<file path="src/rtl/systolic_pkg.sv">
// Shared constants and FSM state type for the systolic array controller.
// Array dimension and widths here must match the multiply array instance.
package systolic_pkg;
   localparam int N         = 3;
   localparam int DW        = 4;
   localparam int ACC_W     = 10;
   localparam int DRAIN_CYC = 1;
   localparam int NN        = N * N;
   localparam int IDX_W     = $clog2(NN);
   localparam int T_W       = $clog2(3 * N);
   localparam int FEED_LAST = 3 * N - 3;

   typedef enum logic [2:0] {
      S_IDLE,
      S_CLEAR,
      S_FEED,
      S_DRAIN,
      S_CAPTURE,
      S_OUTPUT
   } state_t;
endpackage

</file>
<file path="src/rtl/systolic_array_ctrl_if.sv">
// Host-side port of the systolic controller: operand writes, job start,
// busy status and the valid/ready result stream.
interface systolic_array_ctrl_if;
   import systolic_pkg::*;

   logic             wr_en;
   logic             wr_sel;
   logic [IDX_W-1:0] wr_addr;
   logic [DW-1:0]    wr_data;
   logic             start;
   logic             busy;
   logic             res_valid;
   logic             res_ready;
   logic [ACC_W-1:0] res_data;
   logic [IDX_W-1:0] res_idx;
   logic             res_last;

   modport master (
      output wr_en, wr_sel, wr_addr, wr_data, start, res_ready,
      input  busy, res_valid, res_data, res_idx, res_last
   );

   modport slave (
      input  wr_en, wr_sel, wr_addr, wr_data, start, res_ready,
      output busy, res_valid, res_data, res_idx, res_last
   );
endinterface

</file>
<file path="src/rtl/systolic_skew_gen.sv">
// Diagonally skewed operand lane mux: lane l carries element t-l of its
// row (A) or column (B) while inside the window, registered onto the feeds.
module systolic_skew_gen
   import systolic_pkg::*;
(
   input  logic                   clk,
   input  logic                   rst_n,
   input  logic                   feed_en,
   input  logic [T_W-1:0]         t,
   input  logic [NN-1:0][DW-1:0]  a_buf,
   input  logic [NN-1:0][DW-1:0]  b_buf,
   output logic [N*DW-1:0]        a_feed,
   output logic [N*DW-1:0]        b_feed
);
   logic [N*DW-1:0] a_d;
   logic [N*DW-1:0] b_d;

   always_comb begin
      a_d = '0;
      b_d = '0;
      for (int l = 0; l < N; l++) begin
         if (feed_en && int'(t) >= l && int'(t) - l < N) begin
            a_d[l*DW +: DW] = a_buf[IDX_W'(l * N + int'(t) - l)];
            b_d[l*DW +: DW] = b_buf[IDX_W'((int'(t) - l) * N + l)];
         end
      end
   end

   always_ff @(posedge clk or negedge rst_n) begin
      if (!rst_n) begin
         a_feed <= '0;
         b_feed <= '0;
      end else begin
         a_feed <= a_d;
         b_feed <= b_d;
      end
   end
endmodule

</file>
<file path="src/rtl/systolic_array_ctrl.sv">
// Job sequencer for the NxN output-stationary systolic array.
// Define SYSTOLIC_CTRL_PERF_EN to build the per-job cycle counter.
module systolic_array_ctrl
   import systolic_pkg::*;
(
   input  logic                    clk,
   input  logic                    rst_n,
   systolic_array_ctrl_if.slave    bus,
   output logic                    pe_clr,
   output logic [N*DW-1:0]         a_feed,
   output logic [N*DW-1:0]         b_feed,
   input  logic [NN*ACC_W-1:0]     acc_in,
   output logic [15:0]             perf_cycles
);
   state_t   state, state_d;
   logic [T_W-1:0] cnt, cnt_d;
   logic     busy_d, clr_d, feed_d, valid_d;
   logic     hs, accept;
   logic [IDX_W-1:0] idx_nx;

   logic [NN-1:0][DW-1:0]    a_buf;
   logic [NN-1:0][DW-1:0]    b_buf;
   logic [NN-1:0][ACC_W-1:0] res_buf;

   assign hs     = bus.res_valid && bus.res_ready;
   assign accept = (state == S_IDLE) && bus.start;
   assign idx_nx = bus.res_idx + 1'b1;

   always_ff @(posedge clk or negedge rst_n) begin
      if (!rst_n) state <= S_IDLE;
      else        state <= state_d;
   end

   always_comb begin
      state_d = state;
      unique case (state)
         S_IDLE:    if (bus.start) state_d = S_CLEAR;
         S_CLEAR:   state_d = S_FEED;
         S_FEED:    if (cnt == T_W'(FEED_LAST)) state_d = S_DRAIN;
         S_DRAIN:   if (cnt == T_W'(DRAIN_CYC - 1)) state_d = S_CAPTURE;
         S_CAPTURE: state_d = S_OUTPUT;
         S_OUTPUT:  if (hs && bus.res_last) state_d = S_IDLE;
         default:   state_d = S_IDLE;
      endcase
   end

   // Outputs are decoded from the next state so the registers line up
   // with the state they belong to.
   always_comb begin
      cnt_d = '0;
      if (state_d == state && (state == S_FEED || state == S_DRAIN))
         cnt_d = cnt + 1'b1;
      busy_d  = (state_d != S_IDLE);
      clr_d   = (state_d == S_CLEAR);
      feed_d  = (state_d == S_FEED);
      valid_d = (state_d == S_OUTPUT);
   end

   always_ff @(posedge clk or negedge rst_n) begin
      if (!rst_n) begin
         cnt           <= '0;
         bus.busy      <= 1'b0;
         pe_clr        <= 1'b0;
         bus.res_valid <= 1'b0;
         bus.res_data  <= '0;
         bus.res_idx   <= '0;
         bus.res_last  <= 1'b0;
         a_buf         <= '0;
         b_buf         <= '0;
         res_buf       <= '0;
      end else begin
         cnt           <= cnt_d;
         bus.busy      <= busy_d;
         pe_clr        <= clr_d;
         bus.res_valid <= valid_d;
         if (state == S_IDLE && bus.wr_en && bus.wr_addr < IDX_W'(NN)) begin
            if (bus.wr_sel) b_buf[bus.wr_addr] <= bus.wr_data;
            else            a_buf[bus.wr_addr] <= bus.wr_data;
         end
         if (state == S_CAPTURE) begin
            res_buf      <= acc_in;
            bus.res_data <= acc_in[ACC_W-1:0];
            bus.res_idx  <= '0;
            bus.res_last <= (NN == 1);
         end else if (state == S_OUTPUT && hs && !bus.res_last) begin
            bus.res_idx  <= idx_nx;
            bus.res_data <= res_buf[idx_nx];
            bus.res_last <= (idx_nx == IDX_W'(NN - 1));
         end
      end
   end

   systolic_skew_gen u_skew (
      .clk     (clk),
      .rst_n   (rst_n),
      .feed_en (feed_d),
      .t       (cnt_d),
      .a_buf   (a_buf),
      .b_buf   (b_buf),
      .a_feed  (a_feed),
      .b_feed  (b_feed)
   );

`ifdef SYSTOLIC_CTRL_PERF_EN
   // Accept cycle counts as the first cycle of the job.
   always_ff @(posedge clk or negedge rst_n) begin
      if (!rst_n)
         perf_cycles <= '0;
      else if (accept)
         perf_cycles <= 16'd1;
      else if (state != S_IDLE && perf_cycles != 16'hFFFF)
         perf_cycles <= perf_cycles + 16'd1;
   end
`else
   logic unused_accept;
   assign unused_accept = accept;
   assign perf_cycles   = '0;
`endif
endmodule
</file>
<file path="src/flat_wrapper.sv">
// flat-port wrapper written by rule: the top's interface ports become plain ports
module systolic_array_ctrl_flat import systolic_pkg::*;
  (clk, rst_n, pe_clr, a_feed, b_feed, acc_in, perf_cycles, bus_wr_en, bus_wr_sel, bus_wr_addr, bus_wr_data, bus_start, bus_res_ready, bus_busy, bus_res_valid, bus_res_data, bus_res_idx, bus_res_last);
  systolic_array_ctrl_if bus_i ();
  input  logic clk;
  input  logic rst_n;
  output logic pe_clr;
  output logic [N*DW-1:0] a_feed;
  output logic [N*DW-1:0] b_feed;
  input  logic [NN*ACC_W-1:0] acc_in;
  output logic [15:0] perf_cycles;
  input wire logic [$bits(bus_i.wr_en)-1:0] bus_wr_en;
  input wire logic [$bits(bus_i.wr_sel)-1:0] bus_wr_sel;
  input wire logic [$bits(bus_i.wr_addr)-1:0] bus_wr_addr;
  input wire logic [$bits(bus_i.wr_data)-1:0] bus_wr_data;
  input wire logic [$bits(bus_i.start)-1:0] bus_start;
  input wire logic [$bits(bus_i.res_ready)-1:0] bus_res_ready;
  output wire logic [$bits(bus_i.busy)-1:0] bus_busy;
  output wire logic [$bits(bus_i.res_valid)-1:0] bus_res_valid;
  output wire logic [$bits(bus_i.res_data)-1:0] bus_res_data;
  output wire logic [$bits(bus_i.res_idx)-1:0] bus_res_idx;
  output wire logic [$bits(bus_i.res_last)-1:0] bus_res_last;
  assign bus_i.wr_en = bus_wr_en;
  assign bus_i.wr_sel = bus_wr_sel;
  assign bus_i.wr_addr = bus_wr_addr;
  assign bus_i.wr_data = bus_wr_data;
  assign bus_i.start = bus_start;
  assign bus_i.res_ready = bus_res_ready;
  assign bus_busy = bus_i.busy;
  assign bus_res_valid = bus_i.res_valid;
  assign bus_res_data = bus_i.res_data;
  assign bus_res_idx = bus_i.res_idx;
  assign bus_res_last = bus_i.res_last;
  systolic_array_ctrl u_core (.clk(clk), .rst_n(rst_n), .bus(bus_i), .pe_clr(pe_clr), .a_feed(a_feed), .b_feed(b_feed), .acc_in(acc_in), .perf_cycles(perf_cycles));
endmodule
</file>
<file path="config.mk">
export PLATFORM = sky130hd
export DESIGN_NAME = systolic_array_ctrl_flat
export DESIGN_NICKNAME = d
export VERILOG_FILES = /design/src/rtl/systolic_pkg.sv /design/src/rtl/systolic_array_ctrl_if.sv /design/src/rtl/systolic_skew_gen.sv /design/src/rtl/systolic_array_ctrl.sv /design/src/flat_wrapper.sv
export SDC_FILE = /design/constraint.sdc
export NUM_CORES = 1
export LEC_CHECK = 0
export ABC_AREA = 1
export CORE_ASPECT_RATIO = 1.25
export CORE_MARGIN = 4
export CORE_UTILIZATION = 50
export DETAILED_ROUTE_END_ITERATION = 12
export GPL_TIMING_DRIVEN = 0
export HOLD_SLACK_MARGIN = 0.15
export PLACE_DENSITY = 0.71
export SKIP_LAST_GASP = 1
export SLEW_MARGIN = 20
export SYNTH_ARGS = -nofsm -noshare
export SYNTH_HDL_FRONTEND = slang
export SYNTH_SLANG_ARGS = --single-unit
</file>
<file path="constraint.sdc">
create_clock -name clk -period 5.31 [get_ports clk]
set_input_delay 1.062 -clock clk [delete_from_list [all_inputs] [get_ports clk]]
set_output_delay 1.062 -clock clk [all_outputs]
set_load 0.01 [all_outputs]
</file>
==> Yosys cells after proc, flatten, opt, wreduce, memory -nomap -nowiden <==
Index checks and enable logic that the tools add are counted.
{ "op_classes": {"reduce_logical": 21, "multipliers": 3, "n_lt_le_gt_ge": 15, "n_addsub": 10, "eq_ne": 11, "n_bitwise": 1, "mux": 42} }
{ "op_table": {"columns": ["operator", "count"], "rows": [
  ["binary-select mux 4 bit (select 4 bit)", 6],
  ["two-way mux 4 bit", 22],
  ["bitwise mux 36 bit", 2],
  ["binary-select mux 10 bit (select 4 bit)", 1],
  ["< comparator 4 x 6 -> 1 bit, second input constant", 6],
  ["two-way mux 10 bit", 3],
  ["one-hot mux 3 bit (6 select lines)", 1],
  ["demux 4 bit (select 4 bit)", 1],
  ["logical AND 1 bit", 13],
  ["two-way mux 3 bit", 4],
  ["< comparator 4 x 5 -> 1 bit, second input constant", 2],
  ["< comparator 5 x 3 -> 1 bit, second input constant", 2],
  ["multiplier 5 x 3 -> 4 bit, second input constant", 2],
  ["equality test 3 x 2 -> 1 bit, second input constant", 3],
  ["equality test 3 bit, second input constant", 3],
  ["adder 4 x 1 -> 4 bit, second input constant", 2],
  [">= comparator 4 x 1 -> 1 bit, second input constant", 2],
  ["equality test 3 x 1 -> 1 bit, second input constant", 2],
  ["subtractor 4 x 1 -> 5 bit, second input constant", 1],
  ["subtractor 4 x 2 -> 5 bit, second input constant", 1],
  ["adder 2 x 4 -> 4 bit, first input constant", 1],
  ["adder 3 x 4 -> 4 bit, first input constant", 1],
  ["adder 4 x 2 -> 4 bit, second input constant", 1],
  ["adder 4 x 3 -> 4 bit, second input constant", 1],
  ["18 further kinds", 20]
]} }
{ "word_totals": {"ff_bits": 211, "in_bits": 104} }

==> Depth between registers and ports, before layout <==
Gate-level depths: netlist of the first run.
{ "logic_depth": {"ltp_word": 14, "ltp_mapped": 29} }

==> Hierarchy <==
Synthesis of the first run repeated with hierarchy kept, for this count alone.
{ "unflattened": {"hier_cells": 1524, "area_unflattened_um2": 11592.4} }
{ "modules_own_cells": {"columns": ["mod", "n_inst", "area_each_um2", "seq_area_each_um2", "cells_per_inst"], "rows": [
  ["systolic_array_ctrl", 1, 8558.2, 4679.5, 1024],
  ["systolic_skew_gen", 1, 3034.2, 600.6, 500]
]} }

==> Least setup slack after synthesis of the first run <==
Ideal clock, no wire load.
{ "synth_path": {"path_kind": "input -> register", "start": "in bus_res_ready", "end": "reg u_core.u_skew.b_feed[6]", "slack_ps": 1019, "t_arrival_ps": 4220, "t_required_ps": 5239, "stages": 22, "path_buffers": 2, "path_cell_list": "nand2_1 > nor2_1 > nor2_1 > nor2_2 > nand3_1 > nand2_4 > nand3_4 > buf_2 > buf_4 > ha_1 > inv_1 > nand4_1 > nand2_1 > ha_1 > fa_1 > nor2_1 > inv_1 > o21ai_0 > inv_1 > nand2_1 > a21oi_1 > nor2_1"} }
{ "synth_via": {"elab_chain_len": 14, "elab_cells_between_ends": 19, "cone_classes": "2 x add/sub; 1 x mul; 2 x order compare; 2 x eq/ne; 7 x mux; 5 x reduce/logical"} }
{ "synth_lines": {"columns": ["item", "line", "text"], "rows": [
  ["start, declared", "flat_wrapper.sv:17", "input wire logic [$bits(bus_i.res_ready)-1:0] bus_res_ready;"],
  ["logical AND 1 bit *", "systolic_array_ctrl.sv:25", "assign hs = bus.res_valid && bus.res_ready;"],
  ["logical AND 1 bit *", "systolic_array_ctrl.sv:42", "S_OUTPUT: if (hs && bus.res_last) state_d = S_IDLE;"],
  ["two-way mux 3 bit *", "systolic_array_ctrl.sv:42", null],
  ["one-hot mux 3 bit (6 select lines) *", "systolic_array_ctrl.sv:36", "unique case (state)"],
  ["equality test 3 bit", "systolic_array_ctrl.sv:51", "if (state_d == state && (state == S_FEED || state == S_DRAIN))"],
  ["logical AND 1 bit", "systolic_array_ctrl.sv:51", null],
  ["two-way mux 4 bit", "systolic_array_ctrl.sv:51", null],
  ["subtractor 4 x 1 -> 5 bit", "systolic_skew_gen.sv:22, systolic_skew_gen.sv:24", null],
  ["multiplier 5 x 3 -> 4 bit", "systolic_skew_gen.sv:24", "b_d[l*DW +: DW] = b_buf[IDX_W'((int'(t) - l) * N + l)];"],
  ["adder 4 x 2 -> 4 bit", "systolic_skew_gen.sv:24", null],
  ["binary-select mux 4 bit (select 4 bit)", "systolic_skew_gen.sv:24", null],
  ["two-way mux 4 bit (not written as such) (2 in a row)", "systolic_skew_gen.sv:24", null],
  ["two-way mux 4 bit *", "systolic_skew_gen.sv:22", "if (feed_en && int'(t) >= l && int'(t) - l < N) begin"],
  ["named net u_core.u_skew.b_d[6]", "systolic_skew_gen.sv:16", "logic [N*DW-1:0] b_d;"],
  ["end signal, assigned", "systolic_skew_gen.sv:32", "b_feed <= '0;"],
  ["end signal, assigned", "systolic_skew_gen.sv:35", "b_feed <= b_d;"],
  ["end, declared", "systolic_skew_gen.sv:13", "output logic [N*DW-1:0] b_feed"]
]} }
The timed path passes the listed nets; every way through them passes the cells marked *. The select of a mux whose other input is x is not followed.
A chain may end at the register's enable or synchronous reset.

==> Worst setup path in the final report of the first run <==
{ "layout_path": {"start": "in bus_res_ready", "end": "reg u_core.u_skew.b_feed[6]"} }
{ "layout_via": {"elab_chain_len": 14, "elab_cells_between_ends": 19, "cone_classes": "2 x add/sub; 1 x mul; 2 x order compare; 2 x eq/ne; 7 x mux; 5 x reduce/logical"} }
{ "layout_lines": {"columns": ["item", "line", "text"], "rows": [
  ["logical AND 1 bit *", "systolic_array_ctrl.sv:25", null],
  ["logical AND 1 bit *", "systolic_array_ctrl.sv:42", null],
  ["two-way mux 3 bit *", "systolic_array_ctrl.sv:42", null],
  ["one-hot mux 3 bit (6 select lines) *", "systolic_array_ctrl.sv:36", null],
  ["named net u_core.state_d[0]", "systolic_array_ctrl.sv:15", "state_t state, state_d;"],
  ["equality test 3 bit", "systolic_array_ctrl.sv:51", null],
  ["logical AND 1 bit", "systolic_array_ctrl.sv:51", null],
  ["two-way mux 4 bit", "systolic_array_ctrl.sv:51", null],
  ["subtractor 4 x 1 -> 5 bit", "systolic_skew_gen.sv:22, systolic_skew_gen.sv:24", null],
  ["multiplier 5 x 3 -> 4 bit", "systolic_skew_gen.sv:24", null],
  ["adder 4 x 2 -> 4 bit", "systolic_skew_gen.sv:24", null],
  ["binary-select mux 4 bit (select 4 bit)", "systolic_skew_gen.sv:24", null],
  ["two-way mux 4 bit (not written as such) (2 in a row)", "systolic_skew_gen.sv:24", null],
  ["two-way mux 4 bit *", "systolic_skew_gen.sv:22", null],
  ["named net u_core.u_skew.b_d[6]", "systolic_skew_gen.sv:16", null]
]} }
Marked as above.

==> impl_metrics.toml, run 1 <==
[detailed_routing]
postRouteWirelength_um = 31330
drt_pass1_iterations = 5
drt-initial-drc-count = 776
postRouteAntennaNets = 0
drc = 0
route.vias.total = 9880
post_drt_via_cell_ratio = 5.230
wl_per_cell_um = 16.58

[setup_path]
worstPathRequired_ns = 5.70
timing.rr.end = "u_core.u_skew.b_feed[6]"
cp-startpoint = "bus_res_ready"
start_kind = "input port"
end_kind = "flop"
worstSetupPathType = "in -> reg"
crit_path_max_fanout = 12
reg2reg_depth = 24
r2r_start = "u_core.cnt[0]"
cp.arrival_ns = 5.49
r2r_setup_slack_ns = 0.34

[cells_and_area]
layout-drive-gt1-share_pct = 5.882
seqCellArea_mm2 = 0.005280
area_growth_pct = 24.34
n_antenna_cell = 0
layout_commonest_cell = "nand2_1"
final_area_mm2 = 0.01343
fin_nets = 1727
mostFrequentLayoutCells = "504 x nand2_1, 211 x dfrtp_1, 153 x o21ai_0, 144 x clkdlybuf4s50_1, 130 x nand3_1"
multi_input_area_mm2 = 0.004873
nFillCells = 1943

[sta]
finalCritPeriodShare_pct = 96.13
drv_slew = 0
slew_headroom_pct = 49.80
setup_violations = 0
finalHoldViolCount = 0
grt_setup_unrepaired = "true"
fmax_mhz = 195.9
skew_ns = 0.007016
worst_pin_slew_ns = 0.7505
tns_ns = 0
fin_crit_ns = 5.104
whs_ns = 0.4774

[floorplan]
die_h_um = 172.3
dieArea_mm2 = 0.02403
rows = 59
start_util_pct = 51.34
io_pins = 162
die-width_um = 139.5
coreArea_mm2 = 0.02104

[clocking]
cts.clk_slew.worst_paths_ns = 0.06
holdBufCountCts = 0
numCtsBuffers = 22
clock_latency_ns = 0.51
cts-root-buf = "clkbuf_16"
cts_max_path_buffers = 3
cts_tree = "yes"
htree_levels = 1
cts.sinks = 211

[synth]
synthArstFlopShare_pct = 100.0
yosysTopAreaCell = "dfrtp_1"
synth_ff_type = "dfrtp_1"
synth.cell_area_mm2 = 0.01080
synth_enable_flop_cells = 0
synth_top_area_share_pct = 48.88
ys_top_cells_by_area = "dfrtp_1 49%, nand2_1 18%, o21ai_0 7.1%"
synthDistinctLibCells = 42
yosysSeqAreaShare_pct = 48.88
ys_warn_count = 0
ys_seq_elements = 211
avgSynthCellArea_um2 = 7.639
syn_inst = 1414

[power_and_ir_drop]
powerDensity_mw_per_mm2 = 493.5
vdd_drop_max_mv = 0.3723
p_leak_nw = 6.434

[flow_run]
drv_cap = 0

[global_routing]
grt_antenna_before_repair = 0
grt_max_degree = 73
grt_use_total_pct = 26.23
overflow = 0
grt_pass1_vias = 9827
grt_pass1_wl_um = 50780

[place]
placedInstanceArea_mm2 = 0.01271
routabilityCongestion = 0.9765
dp.final_hpwl_um = 24050
portBuffers = 145

[min_path]
hold_class = "in -> async"

[outcome]
status = "completed"
==> flip-flops by register name, indices dropped and copies added, names as in the netlist <==
signal	flops
u_core.state	3
u_core.bus.busy	1
u_core.pe_clr	1
u_core.bus.res_idx	4
u_core.bus.res_last	1
u_core.res_buf	90
u_core.b_buf	36
u_core.bus.res_data	10
u_core.u_skew.a_feed	12
u_core.bus.res_valid	1
u_core.cnt	4
u_core.a_buf	36
u_core.u_skew.b_feed	12
==> worst max path at each step <==
| stage | to | slack (ns) |
|---|---|---|
| 2_1_floorplan | u_core.u_skew.b_feed[6] | 1.02 |
| 3_3_place_gp | u_core.res_buf[57] | -5.62 |
| 3_5_place_dp | u_core.u_skew.b_feed[6] | -0.43 |
| 4_1_cts | u_core.u_skew.b_feed[6] | 0.05 |
| 5_1_grt | u_core.u_skew.b_feed[6] | -0.07 |
| 6_report | u_core.u_skew.b_feed[6] | 0.21 |
==> final cells by class <==
class	instances	share of cell area [%]
clock inverter	11	0.6335
multi-input combinational	1050	36.29
buffer	73	2.730
tap	274	2.553
timing repair buffer	147	11.25
clock buffer	28	4.574
inverter	95	2.655
sequential	211	39.31
==> metrics by stage <==
step | worst slack [ns] | total power [mW] | cells | util [%]
3_3_place_gp | -5.617 | 5.039 | 1848 | 60.14
6_report | 0.2057 | 6.628 | 1889 | 63.84
4_1_cts | 0.04756 | 6.623 | 1889 | 63.75
3_5_place_dp | -0.4326 | 5.095 | 1850 | 60.42
2_1_floorplan | 1.019 | 4.154 | 1429 | -
5_1_grt | -0.06903 | 7.138 | 1889 | 63.84
==> power breakdown <==
| part | leakage [nW] | internal (mW) | total [mW] | switching, mW |
|---|---|---|---|---|
| registers | 2.75 | 2.11 | 2.38 | 0.275 |
| clock network | 0.347 | 0.866 | 1.50 | 0.635 |
| logic | 3.34 | 0.981 | 2.75 | 1.76 |
==> cells in the mapped netlist, drive strengths merged (2+ instances only) <==
cell type,n
nand2,511
nor2,112
a21oi,32
o211ai,3
clkinv,2
xor2,5
fa,2
o22ai,14
o21ai,159
nand4,17
buf,36
o2111ai,2
nor3,8
ha,21
xnor2,7
dfrtp,211
nand3,133
clkbuf,37
inv,93
==> worst max-delay path, cell delays in order <==
cell,delay [ns]
clkdlybuf4s50_1,0.46
nand2_1,0.12
nor2_1,0.17
nor2_1,0.12
nor2_2,0.13
nand2_2,0.09
nand2_2,0.09
nand2_4,0.12
nand3_4,0.14
buf_2,0.29
buf_4,0.25
ha_1,0.32
inv_1,0.12
nand4_1,0.13
nand2_1,0.11
ha_1,0.31
fa_1,0.76
nor2_4,0.11
inv_1,0.17
o21ai_0,0.11
inv_1,0.06
nand2_1,0.06
a21oi_1,0.13
nor2_1,0.08
==> metal layers <==
layer / GRT usage (%) / vias to the layer above / wire length [um]
li1: - / 4927 / -
met1: 32.40 / 4518 / 12760
met2: 46.38 / 362 / 15450
met3: 4.177 / 73 / 1929
met4: 10.43 / 0 / 1192
met5: 0 / - / 0
==> kinds of logic after synthesis <==
kind of cell / after synthesis / share of synthesized area [%]
simple gates: 783 / 29.94
compound gates: 216 / 10.61
flops: 211 / 48.88
buf+inv: 168 / 6.684
fa+ha+maj: 23 / 2.803
xor+xnor: 12 / 1.043
other cells: 1 / 0.03472
==> what timing repair did <==
item                                   in CTS  in global routing
setup endpoints to repair                   0                  8
endpoints found under the hold margin       0                  0
gates resized for setup                     0                  6
buffers inserted                            0                  0
Note: power is estimated with default switching activity, not from simulation.
==> inputs of run 2 (changes only) <==
--- a/config.mk
+++ b/config.mk
@@ -6,7 +6,7 @@
 export NUM_CORES = 1
 export LEC_CHECK = 0
 export ABC_AREA = 1
-export CORE_ASPECT_RATIO = 1.25
+export CORE_ASPECT_RATIO = 1.1
 export CORE_MARGIN = 4
 export CORE_UTILIZATION = 50
 export DETAILED_ROUTE_END_ITERATION = 12
==> run 2 against run 1 <==
Wire length rose by 7.1%. Critical path depth unchanged. Clock power up 11%.
==> impl_metrics.toml, run 2 (synthesis results as in run 1) <==
[power_and_ir_drop]
totalPowerFinal_mw = 6.858
powerDensity_mw_per_mm2 = 505.7
vdd_drop_max_mv = 0.2929
p_leak_nw = 6.482

[min_path]
hold_class = "in -> async"

[global_routing]
grt_pass1_wl_um = 53340
grt_antenna_before_repair = 0
grt_pass1_vias = 9905
grt_max_degree = 92
grt_use_total_pct = 27.99
overflow = 0

[place]
place_ws_ns = -0.2991
portBuffers = 145
placed_cells = 1866
dp.final_hpwl_um = 25540
routabilityCongestion = 0.9523

[setup_path]
start_kind = "flop"
end_kind = "flop"
worstSetupPathType = "reg -> reg"
crit_path_max_fanout = 12
worstPathRequired_ns = 5.71
cp.arrival_ns = 5.39

[detailed_routing]
drt_pass1_iterations = 5
wl_met2_um = 15330
wl_met3_um = 2294
m1WireLength_um = 14730
drt-initial-drc-count = 906
route.vias.total = 10175
postRouteAntennaNets = 0
post_drt_via_cell_ratio = 5.327
postRouteWirelength_um = 33540
top_layer = "met4"
drc = 0
wl_per_cell_um = 17.56

[sta]
drv_slew = 0
grt_setup_unrepaired = "false"
slew_headroom_pct = 48.80
setup_slack_ns = 0.3193
tns_ns = 0
finalHoldViolCount = 0
setup_violations = 0
skew_ns = 0.02811
worst_pin_slew_ns = 0.7680
finalCritPeriodShare_pct = 93.99
whs_ns = 0.3962
fin_crit_ns = 4.991
fmax_mhz = 200.4

[cells_and_area]
mostFrequentLayoutCells = "504 x nand2_1, 211 x dfrtp_1, 153 x o21ai_0, 144 x clkdlybuf4s50_1, 130 x nand3_1"
n_antenna_cell = 0
instances_no_fill = 1910
area_growth_pct = 25.54
seqCellArea_mm2 = 0.005280
fin_nets = 1729
nFillCells = 2027
regMostFlops = "u_core.res_buf"
reg_top3 = "u_core.res_buf x90, u_core.a_buf x36, u_core.b_buf x36"
layout-drive-gt1-share_pct = 6.296
layout_commonest_cell = "nand2_1"
largest_reg_flops = 90
multi_input_area_mm2 = 0.004866

[clocking]
cts.sinks = 211
clock_latency_ns = 0.54
cts.clk_slew.worst_paths_ns = 0.06
numCtsBuffers = 24
htree_levels = 1
cts_max_path_buffers = 3
cts-root-buf = "clkbuf_16"
postCtsSetupBuffers = 0
cts_tree = "yes"

[floorplan]
die_h_um = 162.2
die-width_um = 148.1
io_pins = 162
start_util_pct = 50.71
dieArea_mm2 = 0.02402
coreArea_mm2 = 0.02130
rows = 56

[flow_run]
drv_cap = 0

[outcome]
status = "completed"
==> run 2: changes by cell type in the layout (fill, tap and decap cells not counted), sizes merged <==
| cell | delta |
|---|---|
| clkbuf | +4 |
| clkinv | +1 |
==> run 2: power breakdown <==
group          leakage [nW]  switching (mW)  total, mW  internal, mW
combinational          3.33            1.83       2.81         0.975
sequential             2.75           0.284       2.39          2.11
clock                 0.400           0.676       1.66         0.981
total                  6.48            2.80       6.86          4.06
==> run 2: timing repair <==
item | in CTS | in global routing
gates resized for setup | 1 | 7
setup endpoints to repair | 4 | 6
hold buffers | 0 | 0
==> run 2: metrics by stage <==
stage	utilization [%]	instance area [um2]
floorplan	-	10860
global placement	59.49	12670
detailed placement	59.77	12730
CTS	63.60	13550
global route	63.66	13560
finish	63.66	13560
==> run 2: final cells by class <==
| class | count | share of cell area (%) |
|---|---|---|
| sequential | 211 | 38.94 |
| multi-input combinational | 1050 | 35.88 |
| timing repair buffer | 147 | 11.15 |
| clock buffer | 32 | 5.167 |
| buffer | 73 | 2.731 |
| tap | 290 | 2.676 |
| inverter | 95 | 2.630 |
| clock inverter | 12 | 0.8304 |
==> run 2: worst max-delay path: stages (launching register included) <==
cell      delay, ns
dfrtp_1        0.40
inv_1          0.26
clkbuf_4       0.30
ha_1           0.16
nand3_1        0.17
nor2_1         0.18
nor2_2         0.07
nand3_1        0.11
nand2_4        0.14
nand3_4        0.14
buf_2          0.27
buf_4          0.24
ha_1           0.29
inv_1          0.10
nand4_1        0.12
nand2_1        0.11
ha_1           0.31
fa_1           0.76
nor2_1         0.17
nand3_1        0.12
o21ai_0        0.08
inv_1          0.07
nand2_1        0.09
a21oi_1        0.14
nor2_1         0.06
==> run 2: path summary, 6_finish.rpt <==
path                                          from                 endpoint  slack (ns)  depth (start not counted)
worst max-delay path                 u_core.cnt[0]  u_core.u_skew.b_feed[6]        0.32                         24
max in group asynchronous                    rst_n         u_core.a_buf[17]        3.76                          3
worst max register to register       u_core.cnt[0]  u_core.u_skew.b_feed[6]        0.32                         24
worst min-delay path                         rst_n       u_core.res_buf[84]        0.40                          1
min in group clk                u_core.res_buf[39]       u_core.res_buf[39]        0.48                          2
worst min register to register  u_core.res_buf[39]       u_core.res_buf[39]        0.48                          2
==> run 2: per-layer routing <==
layer | GRT usage [%] | up-vias
met5 | 0 | -
met4 | 9.534 | 0
met3 | 4.185 | 79
met1 | 39.39 | 4766
met2 | 44.76 | 412
li1 | - | 4918
==> inputs of run 3 (changes only) <==
--- a/config.mk
+++ b/config.mk
@@ -6,7 +6,6 @@
 export NUM_CORES = 1
 export LEC_CHECK = 0
 export ABC_AREA = 1
-export CORE_ASPECT_RATIO = 1.1
 export CORE_MARGIN = 4
 export CORE_UTILIZATION = 50
 export DETAILED_ROUTE_END_ITERATION = 12
==> run 3 against run 2 <==
Critical path depth unchanged. Utilization up 0.16 points. Highest routed layer unchanged. Design area decreased by 0.44%. Sequential share of layout area up 0.17 points. Count of clock-buffer cells in the layout up 2. Power decreased by 0.62%. Worst setup slack lost 0.0045 ns. Register-to-register slack about the same. Clock skew decreased by 0.019 ns. Critical endpoint unchanged. Largest power group unchanged.
==> impl_metrics.toml, run 3 (synthesis results as in run 1) <==
[setup_path]
cp.arrival_ns = 5.38
end_kind = "flop"
worstSetupPathType = "in -> reg"
start_kind = "input port"
crit_path_max_fanout = 12
worstPathRequired_ns = 5.70

[cells_and_area]
mostFrequentLayoutCells = "504 x nand2_1, 211 x dfrtp_1, 153 x o21ai_0, 144 x clkdlybuf4s50_1, 130 x nand3_1"
layout-drive-gt1-share_pct = 5.941
regMostFlops = "u_core.res_buf"
n_antenna_cell = 0
final_util_pct = 63.82
area_growth_pct = 24.99
reg_top3 = "u_core.res_buf x90, u_core.a_buf x36, u_core.b_buf x36"
layout_commonest_cell = "nand2_1"
final_area_mm2 = 0.01350
fin_nets = 1728
nFillCells = 1901
multi_input_area_mm2 = 0.004876
seqCellArea_mm2 = 0.005280
largest_reg_flops = 90

[detailed_routing]
drt_pass1_iterations = 5
route.vias.total = 10199
post_drt_via_cell_ratio = 5.393
postRouteAntennaNets = 0
drc = 0
postRouteWirelength_um = 33040
drt-initial-drc-count = 911
wl_per_cell_um = 17.47

[floorplan]
io_pins = 162
die_h_um = 155.0
coreArea_mm2 = 0.02115
die-width_um = 155.0
start_util_pct = 51.06
dieArea_mm2 = 0.02402
rows = 53

[power_and_ir_drop]
p_leak_nw = 6.458
totalPowerFinal_mw = 6.815
vdd_drop_max_mv = 0.3706
powerDensity_mw_per_mm2 = 504.8

[clocking]
cts_tree = "yes"
cts.sinks = 211
cts-root-buf = "clkbuf_16"
clock_latency_ns = 0.50
holdBufCountCts = 0
cts_max_path_buffers = 3
cts.clk_slew.worst_paths_ns = 0.06
numCtsBuffers = 23
postCtsSetupBuffers = 0
htree_levels = 1

[global_routing]
grt_max_degree = 102
overflow = 0
grt_antenna_before_repair = 0
grt_pass1_wl_um = 52430
grt_use_total_pct = 27.30
grt_pass1_vias = 9498

[place]
portBuffers = 145
dp.final_hpwl_um = 24880
routabilityCongestion = 0.9620
placedInstanceArea_mm2 = 0.01271

[sta]
skew_ns = 0.008920
finalHoldViolCount = 0
slew_headroom_pct = 40.72
finalCritPeriodShare_pct = 94.07
whs_ns = 0.4735
grt_setup_unrepaired = "true"
setup_violations = 0
fmax_mhz = 200.2
worst_pin_slew_ns = 0.8863
drv_slew = 0
fin_crit_ns = 4.995

[outcome]
status = "completed"

[min_path]
hold_class = "reg -> reg"

[flow_run]
drv_cap = 0
## run 3: repair_timing
action                                  CTS  global route
pin swaps                                 0             0
endpoints found under the setup margin    8             8
resized for setup                         1             8
## run 3: area by class of cell
class | count | area share (%)
flip-flops and latches | 211 | 39.11
multi-input cells | 1050 | 36.12
repair buffers | 147 | 11.20
clock buffers | 34 | 5.014
plain buffers | 73 | 2.734
inverters | 95 | 2.669
well taps | 275 | 2.549
clock inverters | 6 | 0.6117
## run 3: per-layer routing
metal  GRT usage [%]  vias up  routed length (um)
met1           43.98     4791               15530
met2           38.35      442               13730
met5               0        -                   0
li1                -     4922                   -
met3           5.063       44                3171
met4           5.635        0                 613
## run 3: worst max-delay path, cell delays in order
cell and delay [ns]:
clkdlybuf4s50_1 0.45, nand2_1 0.08, nor2_1 0.17, nor2_1 0.08
nor2_2 0.12, nand2_2 0.10, nand2_2 0.09, nand2_4 0.13
nand3_4 0.16, buf_2 0.27, buf_4 0.23, ha_2 0.29
inv_1 0.09, nand4_1 0.11, nand2_1 0.10, ha_1 0.30
fa_1 0.79, nor2_4 0.12, inv_1 0.17, o21ai_0 0.11
inv_1 0.06, nand2_1 0.08, a21oi_1 0.13, nor2_1 0.06
## run 3: path summary, 6_finish.rpt
check | from | end | slack [ns] | depth (start not counted)
hold reg to reg | u_core.res_buf[46] | u_core.res_buf[46] | 0.47 | 2
max in group asynchronous | rst_n | u_core.b_buf[26] | 4.01 | 2
setup reg to reg | u_core.cnt[0] | u_core.u_skew.b_feed[6] | 0.33 | 25
hold / removal | u_core.res_buf[46] | u_core.res_buf[46] | 0.47 | 2
min in group asynchronous | rst_n | u_core.res_buf[2] | 0.48 | 1
setup / recovery | bus_res_ready | u_core.u_skew.b_feed[6] | 0.31 | 24
## run 3: where the power goes
part,internal (mW),total (mW),switching (mW)
clock,0.975,1.61,0.635
sequential,2.11,2.37,0.265
combinational,0.985,2.84,1.85
## run 3: per-stage QoR
step / setup slack [ns] / instances / TNS [ns]
3_3_place_gp: -5.709 / 1849 / -1199.97
3_5_place_dp: -0.3945 / 1851 / -1.943
5_1_grt: -0.03063 / 1891 / -0.03063
2_1_floorplan: 1.019 / 1429 / 0
6_report: 0.3148 / 1891 / 0
4_1_cts: 0.01715 / 1891 / 0
